--- config.mk ---
export PLATFORM = sky130hd
export DESIGN_NAME = pcie_dma_demux
export DESIGN_NICKNAME = d
export VERILOG_FILES = /design/src/rtl/pcie_dma_demux.sv
export SDC_FILE = /design/constraint.sdc
export NUM_CORES = 1
export LEC_CHECK = 0
export BUFFER_PORTS_ARGS = -buffer_cell sky130_fd_sc_hd__clkbuf_2
export CAP_MARGIN = 5
export CORE_MARGIN = 3
export CORE_UTILIZATION = 35
export CTS_CLUSTER_SIZE = 20
export DETAILED_ROUTE_END_ITERATION = 8
export GPL_ROUTABILITY_DRIVEN = 0
export PLACE_DENSITY_LB_ADDON = 0.2
export SLEW_MARGIN = 20
export SYNTH_ARGS = -nofsm -noshare
export SYNTH_HDL_FRONTEND = slang
export SYNTH_SLANG_ARGS = --single-unit
--- constraint.sdc ---
create_clock -name clk -period 5.35 [get_ports clk]
set_clock_uncertainty 0.1 [all_clocks]
set_input_delay 0.8025 -clock clk [delete_from_list [all_inputs] [get_ports clk]]
set_output_delay 0.8025 -clock clk [all_outputs]
set_load 0.01 [all_outputs]
--- src/rtl/pcie_dma_demux.sv ---
// Splits the PCIe DMA write-data stream by header tag: TS payload is packed 2:1
// into OTT RAM words, command payload becomes a framed sof/eof stream, others are drained.
module pcie_dma_demux #(
  parameter int          RAM_AW    = 13,
  parameter logic [7:0]  TS_TAG    = 8'h50,
  parameter logic [7:0]  CMD_TAG   = 8'h05,
  parameter int          LEN_W     = 16,
  parameter int          ERR_CNT_W = 16
) (
  input  logic                 clk,
  input  logic                 rst,
  input  logic                 dma_read_start,
  input  logic                 dma_wdata_en,
  input  logic [63:0]          dma_wdata,
  output logic                 dma_wdata_rdy,
  output logic                 ott_ram_wr,
  output logic [RAM_AW-1:0]    ott_ram_waddr,
  output logic [127:0]         ott_ram_dina,
  output logic                 ott_ram_clear,
  output logic [63:0]          cmd_dout,
  output logic                 cmd_dout_en,
  output logic                 cmd_sof,
  output logic                 cmd_eof,
  input  logic                 cmd_rdy,
  output logic                 ram_ovf,
  output logic [ERR_CNT_W-1:0] err_cnt,
  output logic [2:0]           dbg_state
);

  typedef enum logic [2:0] {
    IDLE = 3'd0,
    HDR  = 3'd1,
    TS   = 3'd2,
    CMD  = 3'd3,
    DROP = 3'd4
  } state_e;

  state_e               state_q;
  logic [LEN_W-1:0]     len_q;
  logic [LEN_W-1:0]     cnt_q;
  logic [63:0]          hi_q;
  logic [RAM_AW:0]      wr_idx_q;
  logic                 pkt_ovf_q;
  logic                 ram_wr_q;
  logic [RAM_AW-1:0]    ram_waddr_q;
  logic [127:0]         ram_dina_q;
  logic                 ram_clear_q;
  logic [63:0]          cmd_dout_q;
  logic                 cmd_en_q;
  logic                 cmd_sof_q;
  logic                 cmd_eof_q;
  logic                 ram_ovf_q;
  logic [ERR_CNT_W-1:0] err_cnt_q;

  logic                 accept;
  logic [LEN_W-1:0]     hdr_n_d;
  logic [LEN_W-1:0]     hdr_p_d;
  logic [LEN_W-1:0]     cnt_d;
  logic                 last_beat;
  logic                 wr_full;
  logic [63:0]          beat_rev;

  function automatic logic [63:0] byte_rev(input logic [63:0] d);
    logic [63:0] r;
    r = '0;
    for (int i = 0; i < 8; i++) r[8*(7-i) +: 8] = d[8*i +: 8];
    return r;
  endfunction

  function automatic logic [ERR_CNT_W-1:0] sat_inc(input logic [ERR_CNT_W-1:0] v);
    return (&v) ? v : v + 1'b1;
  endfunction

  // Valid/ready: a beat transfers on any cycle where dma_wdata_en & dma_wdata_rdy.
  // Only the command path ever stalls the source, following cmd_rdy directly.
  assign dma_wdata_rdy = !((state_q == CMD) && !cmd_rdy);

  always_comb begin
    accept    = dma_wdata_en & dma_wdata_rdy;
    hdr_n_d   = LEN_W'({dma_wdata[31:24], dma_wdata[39:32]});
    hdr_p_d   = (hdr_n_d == '0) ? '0 : hdr_n_d - 1'b1;
    cnt_d     = cnt_q + 1'b1;
    last_beat = (cnt_d == len_q);
    wr_full   = wr_idx_q[RAM_AW];
    beat_rev  = byte_rev(dma_wdata);
  end

  always_ff @(posedge clk or negedge rst) begin
    if (!rst) begin
      state_q     <= IDLE;
      len_q       <= '0;
      cnt_q       <= '0;
      hi_q        <= '0;
      wr_idx_q    <= '0;
      pkt_ovf_q   <= 1'b0;
      ram_wr_q    <= 1'b0;
      ram_waddr_q <= '0;
      ram_dina_q  <= '0;
      ram_clear_q <= 1'b0;
      cmd_dout_q  <= '0;
      cmd_en_q    <= 1'b0;
      cmd_sof_q   <= 1'b0;
      cmd_eof_q   <= 1'b0;
      ram_ovf_q   <= 1'b0;
      err_cnt_q   <= '0;
    end else begin
      ram_wr_q    <= 1'b0;
      cmd_dout_q  <= '0;
      cmd_en_q    <= 1'b0;
      cmd_sof_q   <= 1'b0;
      cmd_eof_q   <= 1'b0;
      // Stays high for the cycle after the last TS beat so the final write is covered.
      ram_clear_q <= (state_q == TS);

      case (state_q)
        IDLE: begin
          if (dma_read_start) state_q <= HDR;
        end

        HDR: begin
          if (accept) begin
            len_q <= hdr_p_d;
            cnt_q <= '0;
            if (hdr_p_d == '0) begin
              state_q <= IDLE;
            end else if (dma_wdata[7:0] == TS_TAG) begin
              state_q     <= TS;
              ram_clear_q <= 1'b1;
              wr_idx_q    <= '0;
              pkt_ovf_q   <= 1'b0;
            end else if (dma_wdata[7:0] == CMD_TAG) begin
              state_q <= CMD;
            end else begin
              state_q   <= DROP;
              err_cnt_q <= sat_inc(err_cnt_q);
            end
          end
        end

        TS: begin
          if (accept) begin
            cnt_q <= cnt_d;
            if (last_beat) state_q <= IDLE;
            if (!cnt_q[0]) hi_q <= beat_rev;
            if (cnt_q[0] || last_beat) begin
              if (wr_full) begin
                // wr_idx stops at the RAM depth, so the rest of the packet stays suppressed.
                if (!pkt_ovf_q) begin
                  pkt_ovf_q <= 1'b1;
                  ram_ovf_q <= 1'b1;
                  err_cnt_q <= sat_inc(err_cnt_q);
                end
              end else begin
                ram_wr_q    <= 1'b1;
                ram_waddr_q <= wr_idx_q[RAM_AW-1:0];
                wr_idx_q    <= wr_idx_q + 1'b1;
                ram_dina_q  <= cnt_q[0] ? {hi_q, beat_rev} : {beat_rev, 64'h0};
              end
            end
          end
        end

        CMD: begin
          if (accept) begin
            cnt_q      <= cnt_d;
            cmd_dout_q <= dma_wdata;
            cmd_en_q   <= 1'b1;
            cmd_sof_q  <= (cnt_q == '0);
            cmd_eof_q  <= last_beat;
            if (last_beat) state_q <= IDLE;
          end
        end

        DROP: begin
          if (accept) begin
            cnt_q <= cnt_d;
            if (last_beat) state_q <= IDLE;
          end
        end

        default: state_q <= IDLE;
      endcase
    end
  end

  assign ott_ram_wr    = ram_wr_q;
  assign ott_ram_waddr = ram_waddr_q;
  assign ott_ram_dina  = ram_dina_q;
  assign ott_ram_clear = ram_clear_q;
  assign cmd_dout      = cmd_dout_q;
  assign cmd_dout_en   = cmd_en_q;
  assign cmd_sof       = cmd_sof_q;
  assign cmd_eof       = cmd_eof_q;
  assign ram_ovf       = ram_ovf_q;
  assign err_cnt       = err_cnt_q;
  assign dbg_state     = state_q;

endmodule

# == After elaboration in Yosys (flattened, before gate mapping) ==
# Cells that the tools add are included.
# classes
addsub,4
eq_ne,20
n_mux,53
n_bitwise,4
reduce_logical,22
# op_table
cell,count
2-to-1 mux 16 bit,12
2-to-1 mux 128 bit,1
2-to-1 mux 64 bit,2
2-to-1 mux 14 bit,6
case mux 16 bit (2 select lines),2
logical NOT 16 bit,3
"adder 16 x 1 -> 16 bit, second input constant",2
case mux 14 bit (2 select lines),1
2-to-1 mux 3 bit,7
2-to-1 mux 1 bit,20
"!= test 2 bit, second input constant",10
equality test 16 bit,1
AND reduction 16 bit,1
"subtractor 16 x 1 -> 16 bit, second input constant",1
"adder 14 x 1 -> 14 bit, second input constant",1
AND reduction 7 bit,2
case mux 3 bit (3 select lines),1
AND reduction 9 bit,1
"equality test 8 x 3 -> 1 bit, second input constant",1
"equality test 8 x 7 -> 1 bit, second input constant",1
AND reduction 4 bit,2
"equality test 3 x 2 -> 1 bit, second input constant",2
"!= test 2 x 1 -> 1 bit, second input constant",3
AND reduction 3 bit,2
other kinds (14),18
# totals
register_bits,341
input_bits,69
elab_cells,120

# == Logic depth before layout (Yosys ltp) ==
# logic_depth
word_depth,7
ltp_mapped,13
mapped_depth_nobuf,10

# == Worst setup path after synthesis ==
# OpenSTA, ideal clock, no wires.
# synth_path
path_type,input to register
startpoint,in dma_wdata[32]
endpoint,reg err_cnt_q[1] (netlist: err_cnt[1])
setup_time_ns,0.128
arrival_time_ns,3.335
path_slack_ns,1.787
path_stages,12
path_buffers,2
cell_sequence,buf_6 > inv_1 > ha_1 > or3b_1 > clkbuf_1 > nor3_1 > xnor2_1 > nor4bb_1 > a41oi_2 > o21ai_2 > a21oi_1 > mux2_1
# synth_between
elab_chain_cells,5
word_cells_on_any_way,6
# synth_rtl
element,line_no,source
start: declaration,14,"input logic [63:0] dma_wdata,"
subtractor 16 x 1 -> 16 bit / logical NOT 16 bit (equally long branches),81,hdr_p_d = (hdr_n_d == '0) ? '0 : hdr_n_d - 1'b1;
2-to-1 mux 16 bit *,81,
logical NOT 16 bit *,124,if (hdr_p_d == '0) begin
!= test 2 bit (no source line) *,n/a,
AND reduction 9 bit (no source line) *,n/a,
end signal: assignment,135,err_cnt_q <= sat_inc(err_cnt_q);
end signal: assignment,151,err_cnt_q <= sat_inc(err_cnt_q);
end: declaration,53,logic [ERR_CNT_W-1:0] err_cnt_q;
# Mark *: on every way between the ends. The rest lies on a longest branch, timed or not.
# A chain may end at the register's enable or synchronous reset.

# == Worst setup path in the final report ==
# layout_path
startpoint,reg cnt_q[0]
endpoint,reg wr_idx_q[1]
# layout_between
elab_chain_cells,5
# layout_rtl
element,line_no,source
start: declaration,40,logic [LEN_W-1:0] cnt_q;
start signal: assignment,142,cnt_q <= cnt_d;
start signal: assignment,165,cnt_q <= cnt_d;
start signal: assignment,176,cnt_q <= cnt_d;
adder 16 x 1 -> 16 bit,82,cnt_d = cnt_q + 1'b1;
equality test 16 bit,83,last_beat = (cnt_d == len_q);
logical OR 1 bit *,145,if (cnt_q[0] || last_beat) begin
!= test 2 x 1 -> 1 bit (no source line) *,n/a,
AND reduction 7 bit (no source line) *,n/a,
end signal: assignment,156,wr_idx_q <= wr_idx_q + 1'b1;
end: declaration,42,logic [RAM_AW:0] wr_idx_q;
# Marks and branches as above.

==> flow_metrics.tcl <==
set metrics [dict create \
    slowest_delay_ns 0.68 \
    final_core_util 0.433 \
    syn_area_um2 14600 \
    synth_cells 1278 \
    reg2reg_slack_ns 0.88 \
    path_class "flip-flop to flip-flop" \
    finalHoldViolations 0 \
    htreeDepth 2 \
    diodes 0 \
    syn-mean-instance-area_um2 11.4 \
    rsz0062_at_grt "no" \
    drtAntennaViolNets 0 \
    power.density_nw_per_um2 403 \
    yosys_most_used_dff "dfrtp_1" \
    cp_slowest_cell "dfrtp_4" \
    yosys_warnings 0 \
    drt_wl_total_um 39000 \
    antenna_found_initial 1 \
    period_share 0.836 \
    clock_latency_ns 0.56 \
    max-vdd-ir-drop_uv 251 \
    cts_max_path_buffers 3 \
    synth_top_area_cell "dfrtp_1" \
    cap_violations 0 \
    syn2layout_area_growth_pct 21.5 \
    cts.sinks 341 \
    gr-total-overflow 0 \
    start_kind "flip-flop" \
    clkSlewWorstSetupHoldPaths_ns 0.06 \
    drt-initial-drc-count 671 \
    die_w_um 210 \
    via_per_inst 5.10 \
    initial_utilization 0.356 \
    grt_pass1_vias 10831 \
    via_count 10679 \
    cp_max_fo 39 \
    core_um2 41000 \
    die_y_um 210 \
    detail_route.first_pass.iterations 5 \
    ys_seq_elements 341 \
    fin_tns_setup_ns 0 \
    async_reset_ff_frac 1.00 \
    finalSetupViolCount 0 \
    drv_slew 0 \
    track_usage 0.177 \
    whs_ns 0.129 \
    path_buf_inv 1 \
    clock-root-buffer "clkbuf_16" \
    slew_headroom 0.274 \
    min_period_ns 4.47 \
    yosys.area.top_type_share 0.584 \
    drc 0 \
    postCtsSetupRepairBufs 0 \
    dp.final_hpwl_um 26000 \
    grt_max_degree 134 \
    cts-resized-gates 0 \
    max_slew.worst_pin.slew_ns 1.09 \
    grt_pass1_wl_um 62500 \
    max_freq_mhz 224 \
    cts_hold_buf 0 \
    die_area_um2 44200 \
    cts_inserted_buffers 39 \
    cts_tree "yes" \
    ys_types 64 \
    drive_gt1_frac 0.290 \
    critical_path_arrival_ns 4.85 \
    avgRoutedWirePerCell_um 18.6 \
    path_cells "ha_1 > and3_1 > nand3_1 > xnor2_1 > a2111oi_0 > o2111ai_1 > a21o_4 > inv_2 > a21o_1 > mux2i_1" \
    final_common_cell "dfrtp_1" \
    end_kind "flip-flop" \
    rows 74 \
    min_path_type "primary input to asynchronous set/reset pin" \
    required_ns 5.73 \
    num_io_pins 300 \
    portBuffers 299 \
    synth_area_leaders "dfrtp_1 58%, mux2_2 4.8%, mux2i_1 4.7%" \
    path_delay_family "compound AO/OA/AOI/OAI gates" \
    p_leak_uw 0.00882 \
    status "completed" \
    nets 1612 \
    synth_edf_count 0 \
    final_cell_mix "340 x dfrtp_1, 298 x clkbuf_2, 161 x nand2_1" \
    synth_seq_area_share 0.584 \
    syn_nets 1353 \
]
## Yosys cell counts (all sizes together), types with 14 or more instances
| master | n |
|---|---|
| a21oi | 27 |
| a22o | 66 |
| a31oi | 14 |
| and2 | 68 |
| and3 | 19 |
| buf | 33 |
| clkbuf | 59 |
| dfrtp | 341 |
| inv | 16 |
| mux2 | 63 |
| mux2i | 69 |
| nand2 | 161 |
| nand3 | 18 |
| nand4 | 14 |
| nor2 | 27 |
| o21ai | 105 |
| o31ai | 20 |
| or3 | 16 |
| xnor2 | 22 |
| xor2 | 23 |
## final cells by class
class	instances	area [µm²]
repair buffers	310	1610
well taps	532	666
clock buffers	57	1110
inverters	16	61.3
multi-input cells	829	5640
clock inverters	7	123
flip-flops and latches	341	8540
fillers	3897	23300
## layer usage
| metal | share of wire | routed length [µm] | GRT usage | vias to the layer above |
|---|---|---|---|---|
| met5 | 0.00051 | 20 | 0 | - |
| met4 | 0.026 | 1010 | 0.0593 | 2 |
| met3 | 0.065 | 2540 | 0.0466 | 62 |
| met2 | 0.48 | 18600 | 0.286 | 259 |
| met1 | 0.43 | 16800 | 0.234 | 5331 |
| li1 | - | - | - | 5025 |
## worst paths after layout
kind | start | to | cells after the start
worst max-delay path | cnt_q[0]$_DFFE_PN0P_ | wr_idx_q[1]$_DFFE_PN0P_ | 10
worst min register to register | pkt_ovf_q$_DFFE_PN0P_ | pkt_ovf_q$_DFFE_PN0P_ | 2
worst max register to register | cnt_q[0]$_DFFE_PN0P_ | wr_idx_q[1]$_DFFE_PN0P_ | 10
min in group clk | pkt_ovf_q$_DFFE_PN0P_ | pkt_ovf_q$_DFFE_PN0P_ | 2
max in group asynchronous | rst | hi_q[13]$_DFFE_PN0P_ | 2
worst min-delay path | rst | cmd_dout[37]$_DFF_PN0_ | 1
## report_power, final
part	switching [µW]	internal, µW
Sequential	290	2940
Combinational	698	597
Clock	1090	1550
## per-stage QoR
step,power (µW),cells,worst slack [ns],area [µm²]
floorplan,4090,1278,1.79,14600
global placement,4560,2028,0.995,16500
detailed placement,4590,2028,0.906,16500
CTS,7280,2092,0.902,17700
global route,7560,2092,0.421,17800
finish,7160,2092,0.879,17800
## registers in the layout, summed over array words and instances, names as in the netlist
signal / cells
hi_q: 64
cmd_eof: 1
wr_idx_q: 14
ott_ram_clear: 1
pkt_ovf_q: 1
ott_ram_dina: 128
cmd_dout: 64
cnt_q: 16
ott_ram_wr: 1
dbg_state: 3
len_q: 16
cmd_sof: 1
cmd_dout_en: 1
err_cnt: 16
ram_ovf: 1
ott_ram_waddr: 13
## logic make-up (layout without fill, tap and decap cells)
kind of cell,count (synthesis),count (layout),share of synthesized area
AO/OA/AOI/OAI,268,268,0.126
XOR/XNOR,45,45,0.0270
adder cells (fa/ha/maj),6,6,0.00514
buffers and inverters,108,390,0.0314
flip-flops,341,341,0.584
multiplexers,132,132,0.0958
AND/OR/NAND/NOR,378,378,0.131
## worst register-to-register path: stages (launching register included)
cell and delay [ns]:
dfrtp_4 0.68, ha_1 0.36, and3_1 0.31, nand3_1 0.16
xnor2_1 0.17, a2111oi_0 0.56, o2111ai_1 0.50, a21o_4 0.51
inv_2 0.39, a21o_1 0.43, mux2i_1 0.25
(Power assumes the default switching activity.)
